==> src/rtl/csel_subtractor_seq_pkg.sv <==
// rtl/csel_subtractor_seq_pkg.sv - shared state encoding and default sizes for the sliced subtractor
package csel_subtractor_seq_pkg;

    localparam int DEF_WIDTH = 32;
    localparam int DEF_SLICE = 8;

    typedef enum logic [1:0] {
        IDLE = 2'd0,
        CALC = 2'd1,
        DONE = 2'd2
    } state_t;

endpackage

==> src/rtl/csel_sub_slice.sv <==
// rtl/csel_sub_slice.sv - one carry-select subtract slice, both borrow cases precomputed then muxed
module csel_sub_slice
    import csel_subtractor_seq_pkg::*;
#(
    parameter int SLICE = DEF_SLICE
) (
    input  logic [SLICE-1:0] a_s,
    input  logic [SLICE-1:0] b_s,
    input  logic             borrow_i,
    output logic [SLICE-1:0] d_s,
    output logic             borrow_o
);

    logic [SLICE:0] sum_nb;
    logic [SLICE:0] sum_b;

    // a - b is a + ~b + carry, where carry is the inverse of the incoming borrow
    assign sum_nb = {1'b0, a_s} + {1'b0, ~b_s} + {{SLICE{1'b0}}, 1'b1};
    assign sum_b  = {1'b0, a_s} + {1'b0, ~b_s};

    assign d_s      = borrow_i ? sum_b[SLICE-1:0] : sum_nb[SLICE-1:0];
    assign borrow_o = borrow_i ? ~sum_b[SLICE]    : ~sum_nb[SLICE];

endmodule

==> src/rtl/csel_subtractor_seq.sv <==
// rtl/csel_subtractor_seq.sv - multi-cycle a - b - b_in, one carry-select slice per clock, valid/ready wrapped
module csel_subtractor_seq
    import csel_subtractor_seq_pkg::*;
#(
    parameter int WIDTH = DEF_WIDTH,
    parameter int SLICE = DEF_SLICE
) (
    input  logic             clk,
    input  logic             rst_n,
    input  logic             in_valid,
    output logic             in_ready,
    input  logic [WIDTH-1:0] a,
    input  logic [WIDTH-1:0] b,
    input  logic             b_in,
    output logic             out_valid,
    input  logic             out_ready,
    output logic [WIDTH-1:0] diff,
    output logic             b_out,
    output logic             ovf
);

    localparam int NSLICES = WIDTH / SLICE;
    localparam int IDXW    = (NSLICES > 1) ? $clog2(NSLICES) : 1;
    localparam logic [IDXW-1:0] LAST_IDX = IDXW'(NSLICES - 1);

    if (WIDTH % SLICE != 0) begin : g_bad_width
        $error("csel_subtractor_seq: WIDTH must be a multiple of SLICE");
    end

    state_t            state_q, state_d;
    logic [WIDTH-1:0]  a_q, a_d;
    logic [WIDTH-1:0]  b_q, b_d;
    logic              borrow_q, borrow_d;
    logic [IDXW-1:0]   idx_q, idx_d;
    logic [WIDTH-1:0]  diff_q, diff_d;
    logic              b_out_q, b_out_d;
    logic              ovf_q, ovf_d;

    int                off;
    logic [SLICE-1:0]  d_s;
    logic              borrow_o;

    assign off = int'(idx_q) * SLICE;

    csel_sub_slice #(.SLICE(SLICE)) u_slice (
        .a_s      (a_q[off +: SLICE]),
        .b_s      (b_q[off +: SLICE]),
        .borrow_i (borrow_q),
        .d_s      (d_s),
        .borrow_o (borrow_o)
    );

    always_comb begin
        state_d  = state_q;
        a_d      = a_q;
        b_d      = b_q;
        borrow_d = borrow_q;
        idx_d    = idx_q;
        diff_d   = diff_q;
        b_out_d  = b_out_q;
        ovf_d    = ovf_q;
        case (state_q)
            IDLE: begin
                if (in_valid) begin
                    state_d  = CALC;
                    a_d      = a;
                    b_d      = b;
                    borrow_d = b_in;
                    idx_d    = '0;
                end
            end
            CALC: begin
                diff_d[off +: SLICE] = d_s;
                borrow_d             = borrow_o;
                // The last slice also produces the top diff bit needed for overflow
                if (idx_q == LAST_IDX) begin
                    state_d = DONE;
                    b_out_d = borrow_o;
                    ovf_d   = (a_q[WIDTH-1] != b_q[WIDTH-1]) && (d_s[SLICE-1] != a_q[WIDTH-1]);
                end else begin
                    idx_d = idx_q + IDXW'(1);
                end
            end
            DONE: begin
                if (out_ready) begin
                    state_d = IDLE;
                end
            end
            default: state_d = IDLE;
        endcase
    end

    always_ff @(posedge clk or negedge rst_n) begin
        if (!rst_n) begin
            state_q  <= IDLE;
            a_q      <= '0;
            b_q      <= '0;
            borrow_q <= 1'b0;
            idx_q    <= '0;
            diff_q   <= '0;
            b_out_q  <= 1'b0;
            ovf_q    <= 1'b0;
        end else begin
            state_q  <= state_d;
            a_q      <= a_d;
            b_q      <= b_d;
            borrow_q <= borrow_d;
            idx_q    <= idx_d;
            diff_q   <= diff_d;
            b_out_q  <= b_out_d;
            ovf_q    <= ovf_d;
        end
    end

    assign in_ready  = (state_q == IDLE);
    assign out_valid = (state_q == DONE);
    assign diff      = diff_q;
    assign b_out     = b_out_q;
    assign ovf       = ovf_q;

endmodule

==> config.mk <==
export PLATFORM = sky130hd
export DESIGN_NAME = csel_subtractor_seq
export DESIGN_NICKNAME = d
export VERILOG_FILES = /design/src/rtl/csel_subtractor_seq_pkg.sv /design/src/rtl/csel_sub_slice.sv /design/src/rtl/csel_subtractor_seq.sv
export SDC_FILE = /design/constraint.sdc
export NUM_CORES = 1
export LEC_CHECK = 0
export BUFFER_PORTS_ARGS = -buffer_cell sky130_fd_sc_hd__buf_2
export CAP_MARGIN = 5
export CORE_ASPECT_RATIO = 1.4
export CORE_MARGIN = 2
export CORE_UTILIZATION = 55
export DETAILED_ROUTE_END_ITERATION = 8
export MAX_ROUTING_LAYER = met4
export PLACE_DENSITY_LB_ADDON = 0.1
export SKIP_LAST_GASP = 1
export SYNTH_ARGS = -nofsm -noshare
export SYNTH_HDL_FRONTEND = slang
export SYNTH_SLANG_ARGS = --single-unit
export TNS_END_PERCENT = 10
==> constraint.sdc <==
create_clock -name clk -period 7.8 [get_ports clk]
set_input_delay 0.39 -clock clk [delete_from_list [all_inputs] [get_ports clk]]
set_output_delay 0.39 -clock clk [all_outputs]
set_load 0.01 [all_outputs]
[Yosys cells after proc, flatten, opt, wreduce, memory -nomap -nowiden]
Cells that the tools add are included.
Storage, ports and cells
  register bits: 103
  bits in latches: 0
  RAM bits: 0
  bits in read-only memories: 0
  bits of input ports: 69
  output and inout port bits: 36
  logic and storage cells: 48
  memories kept: 0
Operators by class
  $add $sub $neg: 4
  $mul: 0
  divide/modulo/power cells: 0
  order comparisons: 0
  equal/unequal tests: 9
  shifts and indexed selects: 4
  mux-type cells: 12
  bitwise logic cells: 3
  reductions and logical operators: 8
Operator list (number)
  variable part select 32 x 6 -> 8 bit: 2
  negator 5 -> 33 bit: 1
  variable shift 8 x 33 -> 32 bit, first input constant: 1
  variable part select 8 x 33 -> 32 bit: 1
  bitwise mux 32 bit: 1
  two-way mux 2 bit: 5
  adder 8 x 8 -> 9 bit: 1
  adder 9 x 1 -> 9 bit, second input constant: 1
  two-way mux 8 bit: 1
  inverter 8 bit: 1
  != test 2 bit, second input constant: 3
  case mux 2 bit (3 select lines): 1
  AND reduction 2 bit: 3
  AND reduction 3 bit: 2
  == test 2 bit, second input constant: 2
  case mux 2 bit (2 select lines): 1
  adder 2 x 1 -> 2 bit, second input constant: 1
  == test 2 x 1 -> 1 bit, second input constant: 1
  zero test 2 bit: 1
  two-way mux 1 bit: 2
  != test 1 bit: 2
  != test 2 x 1 -> 1 bit, second input constant: 1
  inverter 1 bit: 2
  case mux 1 bit (2 select lines): 1
  2 further kinds: 2

[Logic depth before layout (Yosys ltp)]
  word-level depth: 7
  depth in mapped cells: 13
  gate-level depth less buffers: 12

[Hierarchy]
Synthesis repeated with hierarchy kept, for this count alone.
Unflattened totals
  cells, all modules: 372
  area total of the unflattened synthesis: 5258.8 sq um
Modules (own cells, without submodules)
  csel_subtractor_seq: times used 1, cells each 296, area each 4670.7 sq um, sequential area each 2577.5 sq um
  csel_sub_slice: times used 1, cells each 76, area each 588.1 sq um, sequential area each 0.0 sq um

[Worst setup path after synthesis]
Ideal clock, no wire load.
  path kind: flip-flop to flip-flop
  start point: reg idx_q[0]
  end point: reg diff_q[15] (netlist: diff[15])
  setup time: 0.130 ns
  arrival time: 3.091 ns
  data required time: 7.670 ns
  path slack: 4.580 ns
  stages on the path, launching flop included: 14
  buffers on the path: 1
  period minus slack after synthesis: 3.220 ns
  cells stage by stage: dfrtp_1 > buf_2 > mux4_2 > inv_1 > ha_1 > inv_1 > fa_1 > nand2b_1 > a21oi_2 > xor2_2 > nand3_2 > nor3_2 > xor2_1 > o21ai_1
On the way
  longest elaborated chain between the ends: 7
  elaborated cells on any way between the ends: 10
  classes of those cells: add/sub (3); shift (4); mux (2); bitwise (1)
Ends and longest elaborated chain
  start, declared: line csel_subtractor_seq.sv:34  | logic [IDXW-1:0] idx_q, idx_d;
  start signal, assigned: line csel_subtractor_seq.sv:108  | idx_q <= idx_d;
  variable part select 32 x 6 -> 8 bit: line csel_subtractor_seq.sv:47  | .b_s (b_q[off +: SLICE]),
  inverter 8 bit: line csel_sub_slice.sv:18, csel_sub_slice.sv:19
  adder 8 x 8 -> 9 bit: line csel_sub_slice.sv:18, csel_sub_slice.sv:19
  adder 9 x 1 -> 9 bit: line csel_sub_slice.sv:18  | assign sum_nb = {1'b0, a_s} + {1'b0, ~b_s} + {{SLICE{1'b0}}, 1'b1};
  two-way mux 8 bit: line csel_sub_slice.sv:21  | assign d_s = borrow_i ? sum_b[SLICE-1:0] : sum_nb[SLICE-1:0];
  variable part select 8 x 33 -> 32 bit: line csel_subtractor_seq.sv:73  | diff_d[off +: SLICE] = d_s;
  bitwise mux 32 bit (*): line csel_subtractor_seq.sv:73
  end signal, assigned: line csel_subtractor_seq.sv:109  | diff_q <= diff_d;
  end, declared: line csel_subtractor_seq.sv:35  | logic [WIDTH-1:0] diff_q, diff_d;
Mark *: on every way between the ends. The rest lies on a longest branch, timed or not.
A chain may end at the register's enable or synchronous reset.

[Final worst setup path]
  start point: reg idx_q[0]
  end point: reg diff_q[7] (netlist: diff[7])
The elaborated chain is that of the path after synthesis.

==> summary by stage <==
Detailed routing
Summing over every cut layer, the via total after detailed routing is 3303. The residual DRC count is 0. The average wire length per cell after detail routing is 17.0 microns. The total iterations of the first detailed-routing run is 4. Using the TritonRoute via totals, the vias-per-cell ratio works out to 5.57. The number of DRC markers in iteration 0 is 167. The count of nets left with antenna violations once routing finished came out at 0. The final layout contains routed wiring with a total length of 10100 microns.

Die
The starting density of the core is 56.5%. The horizontal die dimension is 83.5 microns. The floorplan core area is 0.00861 sq mm. 105 I/O pins were placed.

After floorplanning, the core was divided into 40 placement rows. The die is 115 microns tall. The die covers 0.00962 sq mm.

Yosys
In the synthesized netlist, the number of instances is 377. In this run the cell area of the synthesized design comes to 0.00486 sq mm. In this run the mean area of a mapped cell was 12.9 sq um.

The share of the Yosys chip area taken by registers is 53.0%. The area share of the largest cell type after synthesis is 53.0%. The number of library cell types mapped by synthesis is 47. The share of flip-flops with an asynchronous set or reset after synthesis is 100%. The net count of the mapped netlist is 462.

In the post-synthesis netlist, the cell with the most instances is sky130_fd_sc_hd__dfrtp_1. Ranked by instance count, the synthesized netlist is headed by 103 x sky130_fd_sc_hd__dfrtp_1, 63 x sky130_fd_sc_hd__mux2_2, 37 x sky130_fd_sc_hd__nand2_1. The number of flops mapped to enable cells by yosys is 0.

The flop and latch count out of synthesis is 103. The predominant post-synthesis flop cell is sky130_fd_sc_hd__dfrtp_1. After synthesis, the cell types taking the most area are sky130_fd_sc_hd__dfrtp_1 53%, sky130_fd_sc_hd__mux2_2 15%, sky130_fd_sc_hd__mux4_2 7.4%. The biggest area contributor in the post-synthesis netlist is sky130_fd_sc_hd__dfrtp_1.

During synthesis, Yosys emitted a total of 0 warnings.

GRT
Global routing consumed, over all layers together, 23.3% of the routing resources. The global-route wire length before repair is 16900 microns. The maximum number of pins on one net before global-route repair is 69. The number of antenna violations at the first check in global routing came to 0. The overall overflow remaining after global route is 0. The via count of the first global-routing pass came to 3418.

Clocking
The H-tree generated during clock tree synthesis spans 3 levels. The CTS root buffer is sky130_fd_sc_hd__clkbuf_16. The TritonCTS clock tree is yes.

The clock passes through at most 2 buffers. Clock latency on the worst-skew pair, taken at its later pin, is 0.35 ns. Gates resized during post-CTS repair numbered 0. The number of sinks handled by clock tree synthesis is 103. The clock transition at the register clock pins on the worst setup and hold paths after CTS is 0.07 ns. The total CTS buffers is 9. Hold repair after CTS inserted 0 buffers. In this run the post-CTS setup repair buffer count came out at 0.

Worst hold path
In this run the worst hold path is classified as input port to async pin.

Job
The number of max-cap violations is 0.

Placed design
The half-perimeter wire length after placement is 7570 microns. The port buffer count is 104. The global placer's final weighted congestion is 0.820.

Prior to clock tree synthesis, the placed netlist has a worst setup slack of 4.02 ns.

Worst setup path
The critical path starts at idx_q[0]$_DFFE_PN0P_. The worst path arrival time is 3.97 ns. In this design, the stage delay of the slowest critical-path cell is 0.78 ns. The startpoint identified for the worst register-to-register timing path is idx_q[0]$_DFFE_PN0P_. For the worst setup path, the data required time is 8.02 ns. Of all nets on the critical path, the largest fanout is 13. The category of the critical setup timing path is register to register. The critical path goes through buf_4, mux4_2, fa_1, nand2b_1, a21oi_2, xor2_2, nand3_2, nor3_2, xor2_1, o21ai_1.

The startpoint kind of the worst setup timing path is a register. The slowest stage cell on the critical path is sky130_fd_sc_hd__dfrtp_1. The endpoint type of the worst setup path is a register.

Layout
The repair_antennas step left the layout with diodes totalling 0. The share of the core filled with cells in the final layout is 67.2%. From synthesis to final layout, the design area changed by 18.9%. The share of layout cells above drive strength 1 is 43.4%. At the end of the flow, the number of nets in the layout was 568.

Timing
In the post-route analysis, the smallest setup slack over all paths is 4.05 ns. At the pin with the least slew margin, the transition time is 0.832 ns. The worst path needs 3.75 ns of the cycle, external delays included. The aggregate negative setup slack is 0 ns. After layout, the worst path uses 48.1% of the clock period.

Setup violations remaining at the end of the flow were counted as 0. Setup repair after global routing left no endpoint under its margin. For this run, the top clock speed supported by timing is 0.267 GHz. Headroom to the max-slew limit came out at 44.5%.

Hold timing on the final database bottoms out at a slack of 0.0174 ns. The total count of hold-check failures in the final report is 0. Across the routed clock network, the largest skew measured is 0.00457 ns. The count of final max-slew check failures came to 0.

Run status
The run finished with clean final reports.
-- per-stage QoR --
step	area, sq um	cells
6_report	5780	593
5_1_grt	5780	593
4_1_cts	5780	593
3_5_place_dp	5490	577
3_3_place_gp	5490	577
2_1_floorplan	4860	377
-- cell type report --
class,count,area (sq um)
Inverter,17,63.8
Tap cell,105,131
Clock buffer,10,229
Multi-Input combinational cell,244,2170
Clock inverter,6,61.3
Timing Repair Buffer,108,553
Sequential cell,103,2580
Fill cell,692,2820
-- flip-flops by register name, summed over array words and instances (netlist names) --
signal / count
a_q: 32
b_q: 32
diff: 32
idx_q: 2
state_q: 2
b_out: 1
borrow_q: 1
ovf: 1
-- per-layer routing --
layer | wire (microns) | vias up | GRT usage [%]
li1 | - | 1564 | -
met1 | 3980 | 1623 | 26.7
met2 | 5390 | 97 | 40.5
met3 | 471 | 19 | 4.59
met4 | 215 | 0 | 9.46
met5 | 0 | - | -
-- worst paths after layout --
path,to,slack [ns],depth (start not counted)
min reg2reg,diff[1]$_DFFE_PN0P_,0.47,2
min in group clk,state_q[1]$_DFFE_PN0P_,0.24,2
max in group asynchronous,a_q[19]$_DFFE_PN0P_,6.64,2
max,diff[7]$_DFFE_PN0P_,4.05,10
min,diff[24]$_DFFE_PN0P_,0.02,1
max reg2reg,diff[7]$_DFFE_PN0P_,4.05,10
-- cells by family after synthesis --
group,share of synthesized area [%]
DFF,53.0
adders and majority gates,4.27
and+or+nand+nor,7.87
buffers and inverters,2.44
xor gates and xnor gates,2.47
AOI/OAI and AO/OA,7.95
muxes,22.0
-- layout by cell type (no fill, tap or decap), types with 2 or more instances in the layout --
master / count
sky130_fd_sc_hd__o21a_1: 2
sky130_fd_sc_hd__clkbuf_16: 9
sky130_fd_sc_hd__a21oi_1: 6
sky130_fd_sc_hd__nor4b_1: 2
sky130_fd_sc_hd__mux4_2: 16
sky130_fd_sc_hd__nand3_1: 5
sky130_fd_sc_hd__o21ai_1: 7
sky130_fd_sc_hd__buf_4: 5
sky130_fd_sc_hd__nand2b_1: 4
sky130_fd_sc_hd__xor2_1: 5
sky130_fd_sc_hd__a21o_1: 3
sky130_fd_sc_hd__ha_1: 15
sky130_fd_sc_hd__dfrtp_1: 103
sky130_fd_sc_hd__xnor2_1: 5
sky130_fd_sc_hd__or3_1: 2
sky130_fd_sc_hd__clkinv_2: 3
sky130_fd_sc_hd__nor2b_1: 4
sky130_fd_sc_hd__nand2_1: 37
sky130_fd_sc_hd__inv_1: 17
sky130_fd_sc_hd__nor4_1: 2
sky130_fd_sc_hd__nor3_1: 2
sky130_fd_sc_hd__mux2_2: 63
sky130_fd_sc_hd__a22o_1: 8
sky130_fd_sc_hd__buf_2: 103
sky130_fd_sc_hd__nor2_1: 8
sky130_fd_sc_hd__o21ai_0: 26
-- critical path: cells and delay by family, from the launching register on --
kind                     cells  cell delay [ns]
XOR/XNOR                     2             0.55
AND/OR/NAND/NOR              3             0.61
AO/OA/AOI/OAI                2             0.30
adder cells (fa/ha/maj)      1             0.46
flip-flops                   1             0.78
buffers and inverters        1             0.36
multiplexers                 1             0.57
Power is left out: the tool's default activity adds up to more than one toggle a clock period on the data nets, which glitch-free logic cannot reach.
